[src/rtl/des_decrypt_iter_if.sv]
// Handshake bus for the iterative DES decryption core: cipher/key in, plaintext out.
// Vectors are numbered [64:1] so that index 64 is DES bit 1.
interface des_decrypt_iter_if;
  logic        in_valid;
  logic        in_ready;
  logic [64:1] cipher;
  logic [64:1] key;
  logic        out_valid;
  logic        out_ready;
  logic [64:1] decrypt;
  logic        busy;

  modport master (
    output in_valid, cipher, key, out_ready,
    input  in_ready, out_valid, decrypt, busy
  );

  modport slave (
    input  in_valid, cipher, key, out_ready,
    output in_ready, out_valid, decrypt, busy
  );
endinterface

[src/rtl/des_decrypt_iter.sv]
// Round-serial DES decryption: one Feistel round per clock.
// Subkeys K16..K1 come from right-rotating C/D starting at C0/D0.
module des_decrypt_iter (
  input  logic             clk,
  input  logic             reset,
  des_decrypt_iter_if.slave bus
);

  typedef enum logic [1:0] {IDLE, ROUND, DONE} state_t;

  localparam int unsigned LAST_ROUND = 16;

  // Permutation tables: one byte per output bit, first entry in the MSBs, DES 1-based numbering.
  localparam logic [511:0] IP_T = {
    8'd58, 8'd50, 8'd42, 8'd34, 8'd26, 8'd18, 8'd10, 8'd2,
    8'd60, 8'd52, 8'd44, 8'd36, 8'd28, 8'd20, 8'd12, 8'd4,
    8'd62, 8'd54, 8'd46, 8'd38, 8'd30, 8'd22, 8'd14, 8'd6,
    8'd64, 8'd56, 8'd48, 8'd40, 8'd32, 8'd24, 8'd16, 8'd8,
    8'd57, 8'd49, 8'd41, 8'd33, 8'd25, 8'd17, 8'd9,  8'd1,
    8'd59, 8'd51, 8'd43, 8'd35, 8'd27, 8'd19, 8'd11, 8'd3,
    8'd61, 8'd53, 8'd45, 8'd37, 8'd29, 8'd21, 8'd13, 8'd5,
    8'd63, 8'd55, 8'd47, 8'd39, 8'd31, 8'd23, 8'd15, 8'd7};
  localparam logic [511:0] FP_T = {
    8'd40, 8'd8, 8'd48, 8'd16, 8'd56, 8'd24, 8'd64, 8'd32,
    8'd39, 8'd7, 8'd47, 8'd15, 8'd55, 8'd23, 8'd63, 8'd31,
    8'd38, 8'd6, 8'd46, 8'd14, 8'd54, 8'd22, 8'd62, 8'd30,
    8'd37, 8'd5, 8'd45, 8'd13, 8'd53, 8'd21, 8'd61, 8'd29,
    8'd36, 8'd4, 8'd44, 8'd12, 8'd52, 8'd20, 8'd60, 8'd28,
    8'd35, 8'd3, 8'd43, 8'd11, 8'd51, 8'd19, 8'd59, 8'd27,
    8'd34, 8'd2, 8'd42, 8'd10, 8'd50, 8'd18, 8'd58, 8'd26,
    8'd33, 8'd1, 8'd41, 8'd9,  8'd49, 8'd17, 8'd57, 8'd25};
  localparam logic [383:0] E_T = {
    8'd32, 8'd1,  8'd2,  8'd3,  8'd4,  8'd5,  8'd4,  8'd5,  8'd6,  8'd7,  8'd8,  8'd9,
    8'd8,  8'd9,  8'd10, 8'd11, 8'd12, 8'd13, 8'd12, 8'd13, 8'd14, 8'd15, 8'd16, 8'd17,
    8'd16, 8'd17, 8'd18, 8'd19, 8'd20, 8'd21, 8'd20, 8'd21, 8'd22, 8'd23, 8'd24, 8'd25,
    8'd24, 8'd25, 8'd26, 8'd27, 8'd28, 8'd29, 8'd28, 8'd29, 8'd30, 8'd31, 8'd32, 8'd1};
  localparam logic [255:0] P_T = {
    8'd16, 8'd7,  8'd20, 8'd21, 8'd29, 8'd12, 8'd28, 8'd17,
    8'd1,  8'd15, 8'd23, 8'd26, 8'd5,  8'd18, 8'd31, 8'd10,
    8'd2,  8'd8,  8'd24, 8'd14, 8'd32, 8'd27, 8'd3,  8'd9,
    8'd19, 8'd13, 8'd30, 8'd6,  8'd22, 8'd11, 8'd4,  8'd25};
  localparam logic [447:0] PC1_T = {
    8'd57, 8'd49, 8'd41, 8'd33, 8'd25, 8'd17, 8'd9,
    8'd1,  8'd58, 8'd50, 8'd42, 8'd34, 8'd26, 8'd18,
    8'd10, 8'd2,  8'd59, 8'd51, 8'd43, 8'd35, 8'd27,
    8'd19, 8'd11, 8'd3,  8'd60, 8'd52, 8'd44, 8'd36,
    8'd63, 8'd55, 8'd47, 8'd39, 8'd31, 8'd23, 8'd15,
    8'd7,  8'd62, 8'd54, 8'd46, 8'd38, 8'd30, 8'd22,
    8'd14, 8'd6,  8'd61, 8'd53, 8'd45, 8'd37, 8'd29,
    8'd21, 8'd13, 8'd5,  8'd28, 8'd20, 8'd12, 8'd4};
  localparam logic [383:0] PC2_T = {
    8'd14, 8'd17, 8'd11, 8'd24, 8'd1,  8'd5,  8'd3,  8'd28, 8'd15, 8'd6,  8'd21, 8'd10,
    8'd23, 8'd19, 8'd12, 8'd4,  8'd26, 8'd8,  8'd16, 8'd7,  8'd27, 8'd20, 8'd13, 8'd2,
    8'd41, 8'd52, 8'd31, 8'd37, 8'd47, 8'd55, 8'd30, 8'd40, 8'd51, 8'd45, 8'd33, 8'd48,
    8'd44, 8'd49, 8'd39, 8'd56, 8'd34, 8'd53, 8'd46, 8'd42, 8'd50, 8'd36, 8'd29, 8'd32};
  // S1..S8, four rows each, one nibble per column.
  localparam logic [2047:0] S_T = {
    64'hE4D12FB83A6C5907, 64'h0F74E2D1A6CB9538, 64'h41E8D62BFC973A50, 64'hFC8249175B3EA06D,
    64'hF18E6B34972DC05A, 64'h3D47F28EC01A69B5, 64'h0E7BA4D158C6932F, 64'hD8A13F42B67C05E9,
    64'hA09E63F51DC7B428, 64'hD709346A285ECBF1, 64'hD6498F30B12C5AE7, 64'h1AD069874FE3B52C,
    64'h7DE3069A1285BC4F, 64'hD8B56F03472C1AE9, 64'hA690CB7DF13E5284, 64'h3F06A1D8945BC72E,
    64'h2C417AB6853FD0E9, 64'hEB2C47D150FA3986, 64'h421BAD78F9C5630E, 64'hB8C71E2D6F09A453,
    64'hC1AF92680D34E75B, 64'hAF427C9561DE0B38, 64'h9EF528C3704A1DB6, 64'h432C95FABE17608D,
    64'h4B2EF08D3C975A61, 64'hD0B7491AE35C2F86, 64'h14BDC37EAF680592, 64'h6BD814A7950FE23C,
    64'hD2846FB1A93E50C7, 64'h1FD8A374C56B0E92, 64'h7B419CE206ADF358, 64'h21E74A8DFC90356B};

  // Generic bit permutation; operands and result are right-aligned in 64 bits.
  function automatic logic [63:0] permute(input logic [63:0] x, input logic [511:0] tbl,
                                          input int unsigned n_in, input int unsigned n_out);
    logic [63:0] y;
    y = '0;
    for (int unsigned j = 0; j < 64; j++)
      if (j < n_out)
        y[6'(n_out - 1 - j)] = x[6'(n_in - 32'(tbl[9'(8 * (n_out - 1 - j)) +: 8]))];
    return y;
  endfunction

  function automatic logic [31:0] sbox(input logic [47:0] x);
    logic [31:0] y;
    logic [5:0]  six;
    logic [8:0]  idx;
    y = '0;
    for (int b = 0; b < 8; b++) begin
      six = x[6'(42 - 6 * b) +: 6];
      idx = {3'(b), six[5], six[0], six[4:1]};
      y[5'(28 - 4 * b) +: 4] = S_T[11'(4 * (511 - 32'(idx))) +: 4];
    end
    return y;
  endfunction

  state_t      state_q, state_d;
  logic [31:0] l_q, r_q;
  logic [27:0] c_q, d_q;
  logic [4:0]  cnt_q;
  logic [63:0] dec_q;
  logic        in_ready_q, out_valid_q, busy_q;
  logic        in_ready_d, out_valid_d, busy_d;
  logic        accept, last;
  logic [27:0] c_rot, d_rot;
  logic [47:0] subkey, e_r;
  logic [31:0] s_out, f_out;

  assign accept = (state_q == IDLE) && bus.in_valid;
  assign last   = (cnt_q == 5'(LAST_ROUND));

  // Reverse key schedule: right-rotate by 0,1,2,2,2,2,2,2,1,2,2,2,2,2,2,1.
  always_comb begin
    c_rot = c_q;
    d_rot = d_q;
    case (cnt_q)
      5'd1: ;
      5'd2, 5'd9, 5'd16: begin
        c_rot = {c_q[0], c_q[27:1]};
        d_rot = {d_q[0], d_q[27:1]};
      end
      default: begin
        c_rot = {c_q[1:0], c_q[27:2]};
        d_rot = {d_q[1:0], d_q[27:2]};
      end
    endcase
  end

  assign subkey = 48'(permute({8'd0, c_rot, d_rot}, 512'(PC2_T), 56, 48));
  assign e_r    = 48'(permute({32'd0, r_q}, 512'(E_T), 32, 48));
  assign s_out  = sbox(e_r ^ subkey);
  assign f_out  = 32'(permute({32'd0, s_out}, 512'(P_T), 32, 32));

  always_ff @(posedge clk or negedge reset) begin
    if (!reset) begin
      state_q     <= IDLE;
      in_ready_q  <= 1'b1;
      out_valid_q <= 1'b0;
      busy_q      <= 1'b0;
    end else begin
      state_q     <= state_d;
      in_ready_q  <= in_ready_d;
      out_valid_q <= out_valid_d;
      busy_q      <= busy_d;
    end
  end

  always_comb begin
    state_d = state_q;
    case (state_q)
      IDLE:    if (bus.in_valid) state_d = ROUND;
      ROUND:   if (last)         state_d = DONE;
      DONE:    if (bus.out_ready) state_d = IDLE;
      default: state_d = IDLE;
    endcase
  end

  // Status outputs are registered alongside the state they describe.
  always_comb begin
    in_ready_d  = 1'b0;
    out_valid_d = 1'b0;
    busy_d      = 1'b1;
    case (state_d)
      IDLE: begin
        in_ready_d = 1'b1;
        busy_d     = 1'b0;
      end
      DONE:    out_valid_d = 1'b1;
      default: ;
    endcase
  end

  always_ff @(posedge clk or negedge reset) begin
    if (!reset) begin
      l_q   <= '0;
      r_q   <= '0;
      c_q   <= '0;
      d_q   <= '0;
      cnt_q <= '0;
      dec_q <= '0;
    end else if (accept) begin
      {l_q, r_q} <= permute(bus.cipher, 512'(IP_T), 64, 64);
      {c_q, d_q} <= 56'(permute(bus.key, 512'(PC1_T), 64, 56));
      cnt_q      <= 5'd1;
    end else if (state_q == ROUND) begin
      l_q   <= r_q;
      r_q   <= l_q ^ f_out;
      c_q   <= c_rot;
      d_q   <= d_rot;
      cnt_q <= cnt_q + 5'd1;
      if (last) dec_q <= permute({l_q ^ f_out, r_q}, 512'(FP_T), 64, 64);
    end
  end

  assign bus.in_ready  = in_ready_q;
  assign bus.out_valid = out_valid_q;
  assign bus.busy      = busy_q;
  assign bus.decrypt   = dec_q;

endmodule

[src/flat_wrapper.sv]
// flat-port wrapper written by rule: the top's interface ports become plain ports
module des_decrypt_iter_flat 
  (clk, reset, bus_in_valid, bus_cipher, bus_key, bus_out_ready, bus_in_ready, bus_out_valid, bus_decrypt, bus_busy);
  des_decrypt_iter_if bus_i ();
  input  logic clk;
  input  logic reset;
  input wire logic [$bits(bus_i.in_valid)-1:0] bus_in_valid;
  input wire logic [$bits(bus_i.cipher)-1:0] bus_cipher;
  input wire logic [$bits(bus_i.key)-1:0] bus_key;
  input wire logic [$bits(bus_i.out_ready)-1:0] bus_out_ready;
  output wire logic [$bits(bus_i.in_ready)-1:0] bus_in_ready;
  output wire logic [$bits(bus_i.out_valid)-1:0] bus_out_valid;
  output wire logic [$bits(bus_i.decrypt)-1:0] bus_decrypt;
  output wire logic [$bits(bus_i.busy)-1:0] bus_busy;
  assign bus_i.in_valid = bus_in_valid;
  assign bus_i.cipher = bus_cipher;
  assign bus_i.key = bus_key;
  assign bus_i.out_ready = bus_out_ready;
  assign bus_in_ready = bus_i.in_ready;
  assign bus_out_valid = bus_i.out_valid;
  assign bus_decrypt = bus_i.decrypt;
  assign bus_busy = bus_i.busy;
  des_decrypt_iter u_core (.clk(clk), .reset(reset), .bus(bus_i));
endmodule
[config.mk]
export PLATFORM = sky130hd
export DESIGN_NAME = des_decrypt_iter_flat
export DESIGN_NICKNAME = d
export VERILOG_FILES = /design/src/rtl/des_decrypt_iter_if.sv /design/src/rtl/des_decrypt_iter.sv /design/src/flat_wrapper.sv
export SDC_FILE = /design/constraint.sdc
export NUM_CORES = 1
export LEC_CHECK = 0
export BUFFER_PORTS_ARGS = -buffer_cell sky130_fd_sc_hd__buf_2
export CORE_MARGIN = 2
export CORE_UTILIZATION = 35
export CTS_CLUSTER_DIAMETER = 60
export DETAILED_ROUTE_END_ITERATION = 12
export PLACE_DENSITY = 0.59
export REMOVE_ABC_BUFFERS = 1
export SLEW_MARGIN = 10
export SYNTH_ARGS = -nofsm -noshare
export SYNTH_HDL_FRONTEND = slang
export SYNTH_SLANG_ARGS = --single-unit
export TNS_END_PERCENT = 50
[constraint.sdc]
create_clock -name clk -period 5.45 [get_ports clk]
set_input_delay 0.8175 -clock clk [delete_from_list [all_inputs] [get_ports clk]]
set_output_delay 0.8175 -clock clk [all_outputs]
set_load 0.01 [all_outputs]
After elaboration in Yosys (flattened, before gate mapping)
Cells that the tools add are included.

storage, ports and cells
  register bits = 166
  input port bits = 132
  output and inout port bits = 67

operators by class
  add/sub/neg operators = 5
  equality and inequality tests = 8
  shift operators = 4
  mux-type cells = 16
  bitwise logic cells = 3
  reduce and logical (&&, ||, !) cells = 7

operators with widths
  operator                    number
  $shiftx 2048x12->4 const A  4
  $mux 32                     4
  $mux 28                     2
  $pmux 28 s2                 1
  $xor 32x30->32              1
  $xor 24x24->24              1
  $sub 9x9->9 const A         2
  $mux 5                      2
  $sub 1x8->9 const A         1
  $sub 1x7->8 const A         1
  $mux 2                      3
  $pmux 2 s3                  1
  $add 5x1->5 const B         1
  $eq 5x1->1 const B          1
  $eq 5x2->1 const B          1
  $eq 5x4->1 const B          1
  $eq 5x5->1 const B          1
  $eq 2x2->1 const B          2
  $logic_not 2->1             2
  $mux 1                      3
  $reduce_and 3->1            1
  $reduce_or 3->1             1
  $eq 2x1->1 const B          1
  $ne 2x1->1 const B          1
  other kinds (4)             4

Longest topological paths before layout
Gate-level depths: netlist (run 1).

  word-level depth = 9
  mapped depth = 17
  depth with buffers taken out = 16

Least setup slack after synthesis (run 1)
OpenSTA, ideal clock, no wires.

  path type = register to register
  start = register u_core.cnt_q[1]
  end = register u_core.dec_q[38], in the netlist u_core.bus.decrypt[39]
  arrival = 3746 ps
  data required time = 5325 ps
  slack = 1580 ps
  cell stages (with the launch flop) = 16
  buffers on the path = 2
  path through = dfrtp_1 > inv_1 > ha_1 > mux2_4 > a21oi_2 > buf_2 > o221ai_1 > xor2_1 > ha_1 > clkbuf_1 > nor2_1 > a21oi_1 > mux4_2 > a22oi_1 > xnor2_1 > mux2_2

on the way
  longest elaborated chain between the ends = 7

RTL lines
  what                                      line                     RTL
  start, declared                           des_decrypt_iter.sv:94   logic [4:0] cnt_q;
  start signal, assigned                    des_decrypt_iter.sv:184  cnt_q <= cnt_q + 5'd1;
  $eq 5x2->1, or another cell as far along  des_decrypt_iter.sv:110  case (cnt_q)
  $reduce_or 3->1                           des_decrypt_iter.sv:110
  $pmux 28 s2                               des_decrypt_iter.sv:110
  $xor 24x24->24                            des_decrypt_iter.sv:125  assign s_out = sbox(e_r ^ subkey);
  $sub 1x7->8                               des_decrypt_iter.sv:86   y[5'(28 - 4 * b) +: 4] = S_T[11'(4 * (511 - 32'(idx))) +: 4];
  $shiftx 2048x12->4                        des_decrypt_iter.sv:86
  $xor 32x30->32                            des_decrypt_iter.sv:185  if (last) dec_q <= permute({l_q ^ f_out, r_q}, 512'(FP_T), 64, 64);
  end signal, assigned                      des_decrypt_iter.sv:185
  end, declared                             des_decrypt_iter.sv:95   logic [63:0] dec_q;

Several ways; a longest one is shown, not always the timed one.
A chain may end at the register's enable or synchronous reset.

Worst setup path after layout (run 1)
  start = register u_core.cnt_q[0]
  end = register u_core.dec_q[20], in the netlist u_core.bus.decrypt[21]

on the way
  longest elaborated chain between the ends = 7

RTL lines
  what                                      line
  $eq 5x2->1, or another cell as far along  des_decrypt_iter.sv:110
  $reduce_or 3->1                           des_decrypt_iter.sv:110
  $pmux 28 s2                               des_decrypt_iter.sv:110
  $xor 24x24->24                            des_decrypt_iter.sv:125
  $sub 9x9->9                               des_decrypt_iter.sv:86
  $shiftx 2048x12->4                        des_decrypt_iter.sv:86
  $xor 32x30->32                            des_decrypt_iter.sv:185

Several ways; a longest one is shown, not always the timed one.

==> results of run 1 <==
[cell type report]
class	instances	area, µm²
antenna	3	7.507
fill	3074	17960
sequential	166	4156
clock buffer	18	439.2
multi-input combinational	861	6105
clock inverter	13	136.4
inverter	39	147.6
tap	396	495.5
timing repair buffer	194	1060
[synth_stat cells (23+ instances only)]
library cell  instances
dfrtp_1             165
o22ai_1             130
a21oi_1             119
clkbuf_1             80
nand2_1              67
nor2_1               60
mux2_2               50
o21ai_0              49
ha_1                 36
inv_1                36
xnor2_1              32
o22a_1               29
xor2_1               24
a22oi_1              23
[critical path: cells and delay by family, from the launching register on]
family / cells / cell delay (ns)
and+or+nand+nor: 4 / 1.07
adders and majority gates: 2 / 0.83
muxes: 1 / 0.28
DFF: 1 / 0.43
AOI/OAI and AO/OA: 5 / 1.44
xor gates and xnor gates: 1 / 0.19
buffers and inverters: 1 / 0.11
[cells by family (layout without fill, tap and decap cells)]
logic type      count (synthesis)  count (layout)  synth area share, %
simple gates                  211             211                9.176
buf+inv                       141             264                5.179
compound gates                482             482                29.74
flops                         166             166                38.48
fa+ha+maj                      36              36                4.171
other cells                     0               3                    0
xor+xnor                       59              59                5.052
mux                            73              73                8.203
[layout by cell type (no fill, tap or decap), types with 19 or more instances in the layout]
| master | count |
|---|---|
| dfrtp_1 | 164 |
| buf_2 | 160 |
| o22ai_1 | 130 |
| a21oi_1 | 119 |
| nand2_1 | 64 |
| nor2_1 | 59 |
| mux2_2 | 50 |
| o21ai_0 | 49 |
| ha_1 | 36 |
| inv_1 | 35 |
| buf_4 | 33 |
| xnor2_1 | 32 |
| o22a_1 | 29 |
| xor2_1 | 24 |
| a22oi_1 | 23 |
| nor3_1 | 19 |
[how the worst min path moves through the flow]
stage                                   to  slack (ns)                    from
global route        u_core.bus.decrypt[61]        0.48                   reset
global placement    u_core.bus.decrypt[53]        0.46  u_core.bus.decrypt[53]
CTS                 u_core.bus.decrypt[61]        0.45                   reset
finish              u_core.bus.decrypt[41]        0.42                   reset
floorplan                   u_core.d_q[13]        0.46          u_core.d_q[13]
detailed placement  u_core.bus.decrypt[53]        0.47  u_core.bus.decrypt[53]
[through the flow]
stage	util [%]	cells
6_report	41.13	1690
5_1_grt	41.10	1687
4_1_cts	41.10	1687
3_5_place_dp	39.21	1656
3_3_place_gp	39.21	1656
2_1_floorplan	-	1066
[flip-flops by register name, indices dropped and copies added (netlist names)]
name / count
u_core.bus.busy: 1
u_core.l_q: 32
u_core.state_q: 2
u_core.bus.in_ready: 1
u_core.cnt_q: 5
u_core.r_q: 32
u_core.d_q: 28
u_core.bus.decrypt: 64
u_core.bus.out_valid: 1
[layer usage]
layer	vias up	global-route usage [%]
met3	25	4.923
met4	2	4.715
met1	4833	29.57
met5	-	0
li1	4643	-
met2	265	33.43
==> impl_metrics.env, run 1 <==
export IMPL_cts_root_buf="clkbuf_16"
export IMPL_synth_area_um2=10800
export IMPL_clock_sinks=166
export IMPL_synthFlopType="dfrtp_1"
export IMPL_ys_top_cells_by_area="dfrtp_1 38%, o22ai_1 7.5%, a21oi_1 5.5%"
export IMPL_path_common_cell="ha_1"
export IMPL_via_per_inst=5.780
export IMPL_place_congestion=0.8989
export IMPL_top_layer="met5"
export IMPL_setup_tns_ns=0
export IMPL_synth_seq_area_share_pct=38.48
export IMPL_design_area_um2=12550
export IMPL_wire_per_inst_um=20.19
export IMPL_postCtsHoldBufs=0
export IMPL_ant_nets=0
export IMPL_drt_first_pass_iters=5
export IMPL_drt_wl_total_mm=34.11
export IMPL_period_share_pct=82.42
export IMPL_end_kind="register"
export IMPL_drc=0
export IMPL_wl_met3_mm=1.995
export IMPL_critPathCapture="u_core.bus.decrypt[21]"
export IMPL_crit_fanout=16
export IMPL_clk_pin_slew_ns=0.07
export IMPL_ctsLongestPathBuffers=2
export IMPL_layout_drive_gt1_share_pct=23.86
export IMPL_h_tree_depth=4
export IMPL_grt_use_total_pct=21.18
export IMPL_path_cells="inv_1, ha_1, nor2b_1, o21ba_2, o21ai_0, or3_1, and2_1, ha_1, nand3_1, o221a_1, a2111oi_1, a22oi_1, xor2_1, mux2_2"
export IMPL_r2r_end="u_core.bus.decrypt[21]"
export IMPL_synth_distinct_cells=77
export IMPL_rows=64
export IMPL_cts_made_buffers=17
export IMPL_setup_viol=0
export IMPL_die_y_um=179.7
export IMPL_hold_path_class="primary input to async pin"
export IMPL_synth_seq_cells=166
export IMPL_pre_cts_ws_ns=1.055
export IMPL_die_w_um=179.7
export IMPL_required_ns=5.77
export IMPL_r2r_cells=14
export IMPL_async_flop_share_pct=100.0
export IMPL_r2r_slack_ns=0.96
export IMPL_timing_final_hold_violations=0
export IMPL_boundaryPins=199
export IMPL_postCtsSetupRepairBufs=0
export IMPL_num_vias=9768
export IMPL_clkLatencyLatePin_ns=0.45
export IMPL_area_delta_synth_final_pct=16.19
export IMPL_initial_core_util_pct=35.40
export IMPL_final_setup_skew_ns=0.01477
export IMPL_cts_tree="done"
export IMPL_max_freq_ghz=0.2226
export IMPL_cts_resized=0
export IMPL_core_region_area_um2=30510
export IMPL_syn_area_per_cell_um2=9.246
export IMPL_startpoint="u_core.cnt_q[0]"
export IMPL_final_nets=1447
export IMPL_arrival_ns=4.81
export IMPL_status="completed"
export IMPL_cap_viol_max_count=0
export IMPL_r2r_start="u_core.cnt_q[0]"
export IMPL_dp_hpwl_mm=21.83
export IMPL_slowest_stage="ha_1"
export IMPL_grt_pass1_vias=9482
export IMPL_tightest_slew_ns=1.124
export IMPL_wl_met1_mm=15.89
export IMPL_hold_slack_ns=0.4170
export IMPL_layout_min_cycle_time_ns=4.492
export IMPL_die_area_um2=32280
export IMPL_cp_slowest_stage_delay_ns=0.66
export IMPL_antenna_found_initial=4
export IMPL_ys_warn_count=0
export IMPL_crit_type="register to register"
export IMPL_synth_edff_count=0
export IMPL_cp_start_kind="register"
export IMPL_placed_area_um2=11960
export IMPL_grt_max_degree=87
export IMPL_final_max_slew_viol_count=0
export IMPL_grt_pass1_wl_mm=54.68
export IMPL_yosysTopAreaCellShare_pct=38.23
export IMPL_wl_met2_mm=15.80
export IMPL_max_slew_margin_pct=24.99
export IMPL_overflow=0
export IMPL_synthCells=1168
export IMPL_setup_ws_ns=0.9582
export IMPL_port_buffers=162
export IMPL_synth_area_leader_cell="dfrtp_1"
export IMPL_grt_setup_unrepaired="no"
export IMPL_drtIter0Drc=698
Power of run 1 is not shown: default switching activity piles up to over one toggle a cycle in this logic, so the estimate is an artifact.
==> run 2, diff against run 1 <==
--- a/config.mk
+++ b/config.mk
@@ -5,12 +5,13 @@
 export SDC_FILE = /design/constraint.sdc
 export NUM_CORES = 1
 export LEC_CHECK = 0
+export ABC_AREA = 1
 export BUFFER_PORTS_ARGS = -buffer_cell sky130_fd_sc_hd__buf_2
 export CORE_MARGIN = 2
 export CORE_UTILIZATION = 35
 export CTS_CLUSTER_DIAMETER = 60
 export DETAILED_ROUTE_END_ITERATION = 12
-export PLACE_DENSITY = 0.59
+export PLACE_DENSITY = 0.62
 export REMOVE_ABC_BUFFERS = 1
 export SLEW_MARGIN = 10
 export SYNTH_ARGS = -nofsm -noshare
==> constraint.sdc (replaced) <==
create_clock -name clk -period 3.6 [get_ports clk]
set_input_delay 0.54 -clock clk [delete_from_list [all_inputs] [get_ports clk]]
set_output_delay 0.54 -clock clk [all_outputs]
set_load 0.01 [all_outputs]
==> run 2 against run 1 <==
  * First-iteration DRC count up 19%
  * Worst setup slack got worse by 0.61 ns
  * Via count grew 7.0%
  * Routed wire length down 3.1%
  * Critical endpoint is now u_core.r_q[5]
  * Largest cell class unchanged
==> impl_metrics.env, run 2 <==
export IMPL_max_slew_margin_pct=39.46
export IMPL_layout_drive_gt1_share_pct=17.01
export IMPL_yosysMostFrequentCell="nand2_1"
export IMPL_tightest_slew_ns=0.9081
export IMPL_drt_first_pass_iters=5
export IMPL_synth_commonest_cells="585 x nand2_1, 210 x nand3_1, 165 x dfrtp_1"
export IMPL_grt_use_total_pct=21.37
export IMPL_cts_tree="done"
export IMPL_synthCells=1498
export IMPL_synth_seq_area_share_pct=39.37
export IMPL_max_freq_ghz=0.3079
export IMPL_largest_register_ffs=64
export IMPL_ant_nets=0
export IMPL_overflow=0
export IMPL_hold_path_class="primary input to async pin"
export IMPL_syn_area_per_cell_um2=7.046
export IMPL_clk_pin_slew_ns=0.08
export IMPL_synthFlopType="dfrtp_1"
export IMPL_yosysTopAreaCellShare_pct=39.12
export IMPL_status="completed"
export IMPL_num_vias=10453
export IMPL_grt_pass1_vias=9881
export IMPL_period_share_pct=90.22
export IMPL_required_ns=3.94
export IMPL_setup_viol=0
export IMPL_cap_viol_max_count=0
export IMPL_grt_pass1_wl_mm=52.76
export IMPL_synth_area_leader_cell="dfrtp_1"
export IMPL_port_buffers=162
export IMPL_dp_hpwl_mm=23.02
export IMPL_cp_start_kind="register"
export IMPL_end_kind="register"
export IMPL_boundaryPins=199
export IMPL_final_common_cell="nand2_1"
export IMPL_core_region_area_um2=29640
export IMPL_wire_per_inst_um=16.12
export IMPL_drt_wl_total_mm=33.06
export IMPL_final_max_slew_viol_count=0
export IMPL_layout_common_cells="585 x nand2_1, 210 x nand3_1, 165 x dfrtp_1"
export IMPL_timing_final_hold_violations=0
export IMPL_layout_min_cycle_time_ns=3.248
export IMPL_synth_distinct_cells=37
export IMPL_initial_core_util_pct=35.61
export IMPL_grt_max_degree=91
export IMPL_cts_made_buffers=17
export IMPL_arrival_ns=3.59
export IMPL_synth_area_um2=10560
export IMPL_synth_seq_cells=166
export IMPL_drc=0
export IMPL_async_flop_share_pct=100.0
export IMPL_clkLatencyLatePin_ns=0.45
export IMPL_die_y_um=177.7
export IMPL_final_setup_skew_ns=0.01333
export IMPL_via_per_inst=5.099
export IMPL_ys_top_cells_by_area="dfrtp_1 39%, nand2_1 21%, nand3_1 10%"
export IMPL_area_delta_synth_final_pct=17.88
export IMPL_postLayoutCoreUtil_pct=41.98
export IMPL_die_w_um=177.7
export IMPL_clock_sinks=166
export IMPL_cts_root_buf="clkbuf_16"
export IMPL_synth_edff_count=0
export IMPL_die_area_um2=31560
export IMPL_crit_fanout=19
export IMPL_rows=63
export IMPL_drtIter0Drc=834
export IMPL_h_tree_depth=4
export IMPL_grt_setup_unrepaired="yes"
export IMPL_final_nets=1813
export IMPL_ys_warn_count=0
export IMPL_ctsLongestPathBuffers=2
export IMPL_crit_type="register to register"
export IMPL_place_congestion=0.8773
export IMPL_r2r_slack_ns=0.35
export IMPL_antenna_found_initial=3
-- run 2: path summary, 6_finish.rpt --
check / cells after the start / from / end
min in group clk: 2 / bus_out_ready / u_core.bus.out_valid
hold reg to reg: 2 / u_core.bus.decrypt[24] / u_core.bus.decrypt[24]
setup reg to reg: 20 / u_core.cnt_q[0] / u_core.r_q[5]
max in group asynchronous: 2 / reset / u_core.bus.in_ready
setup / recovery: 20 / u_core.cnt_q[0] / u_core.r_q[5]
hold / removal: 1 / reset / u_core.bus.decrypt[63]
-- run 2: layout make-up --
| cell class | count | area (µm²) |
|---|---|---|
| antenna | 2 | 5.005 |
| inverter | 128 | 485.5 |
| fill | 3222 | 17200 |
| sequential | 166 | 4155 |
| clock buffer | 17 | 425.4 |
| tap | 390 | 488.0 |
| multi-input combinational | 1139 | 5617 |
| timing repair buffer | 193 | 1087 |
| clock inverter | 15 | 178.9 |
-- run 2: layer usage --
layer	wire, µm	up-vias	GRT usage, %
li1	-	5186	-
met1	15410	4933	29.53
met2	15050	298	34.01
met3	1808	36	3.470
met4	788	0	7.001
met5	0	-	0
-- run 2: cells by family (layout without fill, tap and decap cells) --
group                      count (synthesis)  in the layout  share of synthesized area, %
DFF                                      166            166                         39.37
and+or+nand+nor                          904            904                         35.91
AOI/OAI and AO/OA                        189            189                         11.33
buffers and inverters                    193            353                         7.622
other                                      0              2                             0
adders and majority gates                 36             36                         4.267
xor gates and xnor gates                  10             10                         1.506
-- run 2: metrics by stage --
step | cells | instance area (µm²) | hold slack, ns | setup TNS, ns | worst slack (ns)
after floorplan | 1433 | 10230 | 0.2444 | -243.00 | -2.130
after global placement | 2016 | 11830 | 0.4496 | 0 | 0.4285
after detailed placement | 2016 | 11830 | 0.4542 | 0 | 0.4050
after CTS | 2048 | 12430 | 0.2292 | 0 | 0.3410
after global routing | 2048 | 12440 | 0.2518 | -0.01199 | -0.01199
final | 2050 | 12440 | 0.2009 | 0 | 0.3520
-- run 2: repair_timing --
| action | CTS | global route |
|---|---|---|
| gates resized for setup | 0 | 1 |
| setup buffers | 0 | 0 |
| hold buffers | 0 | 0 |
| endpoints found under the setup margin | 0 | 3 |
-- run 2: critical path, stage by stage (launching register included) --
cell and delay, ns:
dfrtp_1 0.39, inv_1 0.10, ha_1 0.20, nand2_1 0.09, nand2_1 0.09, nor2_4 0.14, nor2_8 0.09, nor2_8 0.27
nand2_1 0.20, nand2_1 0.15, nand2_1 0.06, nand2_1 0.34, nand2_1 0.27, nand2_1 0.13, nand2_1 0.07, nand3_1 0.08
nand3_1 0.09, nand3_1 0.12, nand3_1 0.09, nand2_1 0.10, nand2_1 0.06
Power of run 2 is left out for the same reason.
==> run 3, diff against run 2 <==
--- a/config.mk
+++ b/config.mk
@@ -5,13 +5,12 @@
 export SDC_FILE = /design/constraint.sdc
 export NUM_CORES = 1
 export LEC_CHECK = 0
-export ABC_AREA = 1
 export BUFFER_PORTS_ARGS = -buffer_cell sky130_fd_sc_hd__buf_2
 export CORE_MARGIN = 2
 export CORE_UTILIZATION = 35
 export CTS_CLUSTER_DIAMETER = 60
 export DETAILED_ROUTE_END_ITERATION = 12
-export PLACE_DENSITY = 0.62
+export PLACE_DENSITY = 0.61
 export REMOVE_ABC_BUFFERS = 1
 export SLEW_MARGIN = 10
 export SYNTH_ARGS = -nofsm -noshare
==> run 3 against run 2 <==
  * Clock skew is 0.00059 ns lower
  * Sequential cell count is the same
  * First-iteration DRC count rose by 1.9%
==> impl_metrics.env, run 3 (synthesis gave the netlist of run 1 again) <==
export IMPL_status="completed"
export IMPL_r2r_start="u_core.cnt_q[1]"
export IMPL_fillerInstances=2946
export IMPL_hold_path_class="primary input to async pin"
export IMPL_final_max_slew_viol_count=0
export IMPL_cts_root_buf="clkbuf_16"
export IMPL_largest_register_ffs=64
export IMPL_rows=64
export IMPL_cp_start_kind="register"
export IMPL_die_y_um=179.7
export IMPL_grt_pass1_wl_mm=57.19
export IMPL_slowest_stage="mux4_2"
export IMPL_grt_setup_unrepaired="yes"
export IMPL_boundaryPins=199
export IMPL_cap_viol_max_count=0
export IMPL_via_per_inst=5.745
export IMPL_cts_tree="done"
export IMPL_arrival_ns=3.91
export IMPL_path_common_cell="buf_4"
export IMPL_ctsLongestPathBuffers=2
export IMPL_initial_core_util_pct=35.40
export IMPL_seqCellArea_um2=4158
export IMPL_grt_pass1_vias=10063
export IMPL_period_share_pct=100.0
export IMPL_crit_fanout=5
export IMPL_fin_cells=1825
export IMPL_r2r_slack_ns=0.00003
export IMPL_multi_input_area_um2=6660
export IMPL_layout_min_cycle_time_ns=3.600
export IMPL_cp_slowest_stage_delay_ns=0.51
export IMPL_area_delta_synth_final_pct=31.46
export IMPL_tightest_slew_ns=0.8746
export IMPL_final_nets=1583
export IMPL_clk_pin_slew_ns=0.07
export IMPL_dp_hpwl_mm=24.72
export IMPL_num_vias=10484
export IMPL_grt_use_total_pct=22.29
export IMPL_layout_common_cells="163 x dfrtp_1, 161 x buf_2, 152 x buf_4"
export IMPL_drt_wl_total_mm=36.70
export IMPL_setup_ws_ns=0.00003242
export IMPL_path_cells="inv_1, ha_2, mux2_4, a21o_4, a222oi_1, buf_4, xnor2_4, buf_6, inv_2, buf_4, ha_1, mux4_2, o21ai_4, o41ai_4, xor2_1, a21oi_1"
export IMPL_place_congestion=0.8822
export IMPL_clkLatencyLatePin_ns=0.45
export IMPL_postLayoutCoreUtil_pct=46.53
export IMPL_layout_drive_gt1_share_pct=35.53
export IMPL_end_kind="register"
export IMPL_die_area_um2=32280
export IMPL_core_region_area_um2=30510
export IMPL_cts_made_buffers=17
export IMPL_crit_family="compound AO/OA/AOI/OAI gates"
export IMPL_crit_type="register to register"
export IMPL_die_w_um=179.7
export IMPL_timing_final_hold_violations=0
export IMPL_drtIter0Drc=850
export IMPL_drt_first_pass_iters=6
export IMPL_wire_per_inst_um=20.11
export IMPL_overflow=0
export IMPL_max_slew_margin_pct=41.69
export IMPL_pre_cts_ws_ns=-0.2633
export IMPL_required_ns=3.91
export IMPL_h_tree_depth=4
export IMPL_dp_cells=1779
export IMPL_grt_max_degree=71
export IMPL_port_buffers=162
export IMPL_postCtsHoldBufs=0
export IMPL_crit_buf_inv=5
export IMPL_max_freq_ghz=0.2778
export IMPL_final_setup_skew_ns=0.01275
export IMPL_drc=0
export IMPL_r2r_cells=16
export IMPL_final_common_cell="dfrtp_1"
export IMPL_antenna_found_initial=2
export IMPL_clock_sinks=166
export IMPL_ant_nets=0
export IMPL_r2r_end="u_core.r_q[28]"
export IMPL_setup_viol=0
==> run 3: cell types whose count changed in the layout (fill, tap and decap cells not counted), moves of 27 or more <==
cell / before / now
a21oi_1: 42 / 115
buf_4: 28 / 152
inv_1: 115 / 30
mux2_2: 0 / 50
nand2_1: 585 / 64
nand3_1: 210 / 16
o221ai_1: 31 / 4
o22a_1: 0 / 29
o22ai_1: 25 / 130
==> run 3: repair_timing <==
action / 4_1_cts / 5_1_grt
hold endpoints to repair: 0 / 0
setup endpoints to repair: 32 / 31
cloned: 0 / 2
pin swaps: 11 / 24
setup buffers: 8 / 4
gates resized for setup: 32 / 75
==> run 3: final cells by class <==
type,count,share of cell area [%]
sequential,166,29.29
clock inverter,13,0.8373
inverter,39,1.058
antenna,2,0.03525
timing repair buffer,329,15.35
clock buffer,18,3.023
multi-input combinational,862,46.92
tap,396,3.490
==> run 3: worst max-delay path by stage <==
| stage | depth (start not counted) | to | slack [ns] | startpoint |
|---|---|---|---|---|
| floorplan | 4 | u_core.bus.decrypt[10] | -1.49 | u_core.state_q[0] |
| global placement | 14 | u_core.bus.decrypt[21] | -0.21 | u_core.cnt_q[0] |
| detailed placement | 14 | u_core.bus.decrypt[21] | -0.26 | u_core.cnt_q[0] |
| CTS | 15 | u_core.r_q[13] | 0.006 | u_core.cnt_q[0] |
| global route | 15 | u_core.r_q[13] | -0.19 | u_core.cnt_q[1] |
| finish | 16 | u_core.r_q[28] | 0.00003 | u_core.cnt_q[1] |
==> run 3: stage by stage <==
step                      area [µm²]  TNS (ns)  hold WS, ns
after floorplan                10390   -136.13       0.2444
after global placement         12950    -3.454       0.4580
after detailed placement       12950    -5.243       0.4647
after CTS                      13690         0       0.1094
after global routing           14190    -1.734       0.1320
final                          14200         0      0.09195
==> run 3: worst register-to-register path, delay by kind of cell, from the launching register on <==
family	cells	cell delay (ns)
AO/OA/AOI/OAI	5	0.95
multiplexers	2	0.79
buffers and inverters	5	0.61
adder cells (fa/ha/maj)	2	0.41
flip-flops	1	0.37
XOR/XNOR	2	0.33
==> run 3: per-layer routing <==
| metal | wire length, µm | global-route usage, % | part of all wire (%) | vias up |
|---|---|---|---|---|
| met2 | 17260 | 35.86 | 47 | 325 |
| met1 | 16620 | 30.39 | 45 | 5188 |
| met3 | 1938 | 3.829 | 5.3 | 47 |
| li1 | - | - | - | 4922 |
| met5 | 7 | 0 | 0.019 | - |
| met4 | 879 | 7.512 | 2.4 | 2 |
Power of run 3 is left out for the same reason.
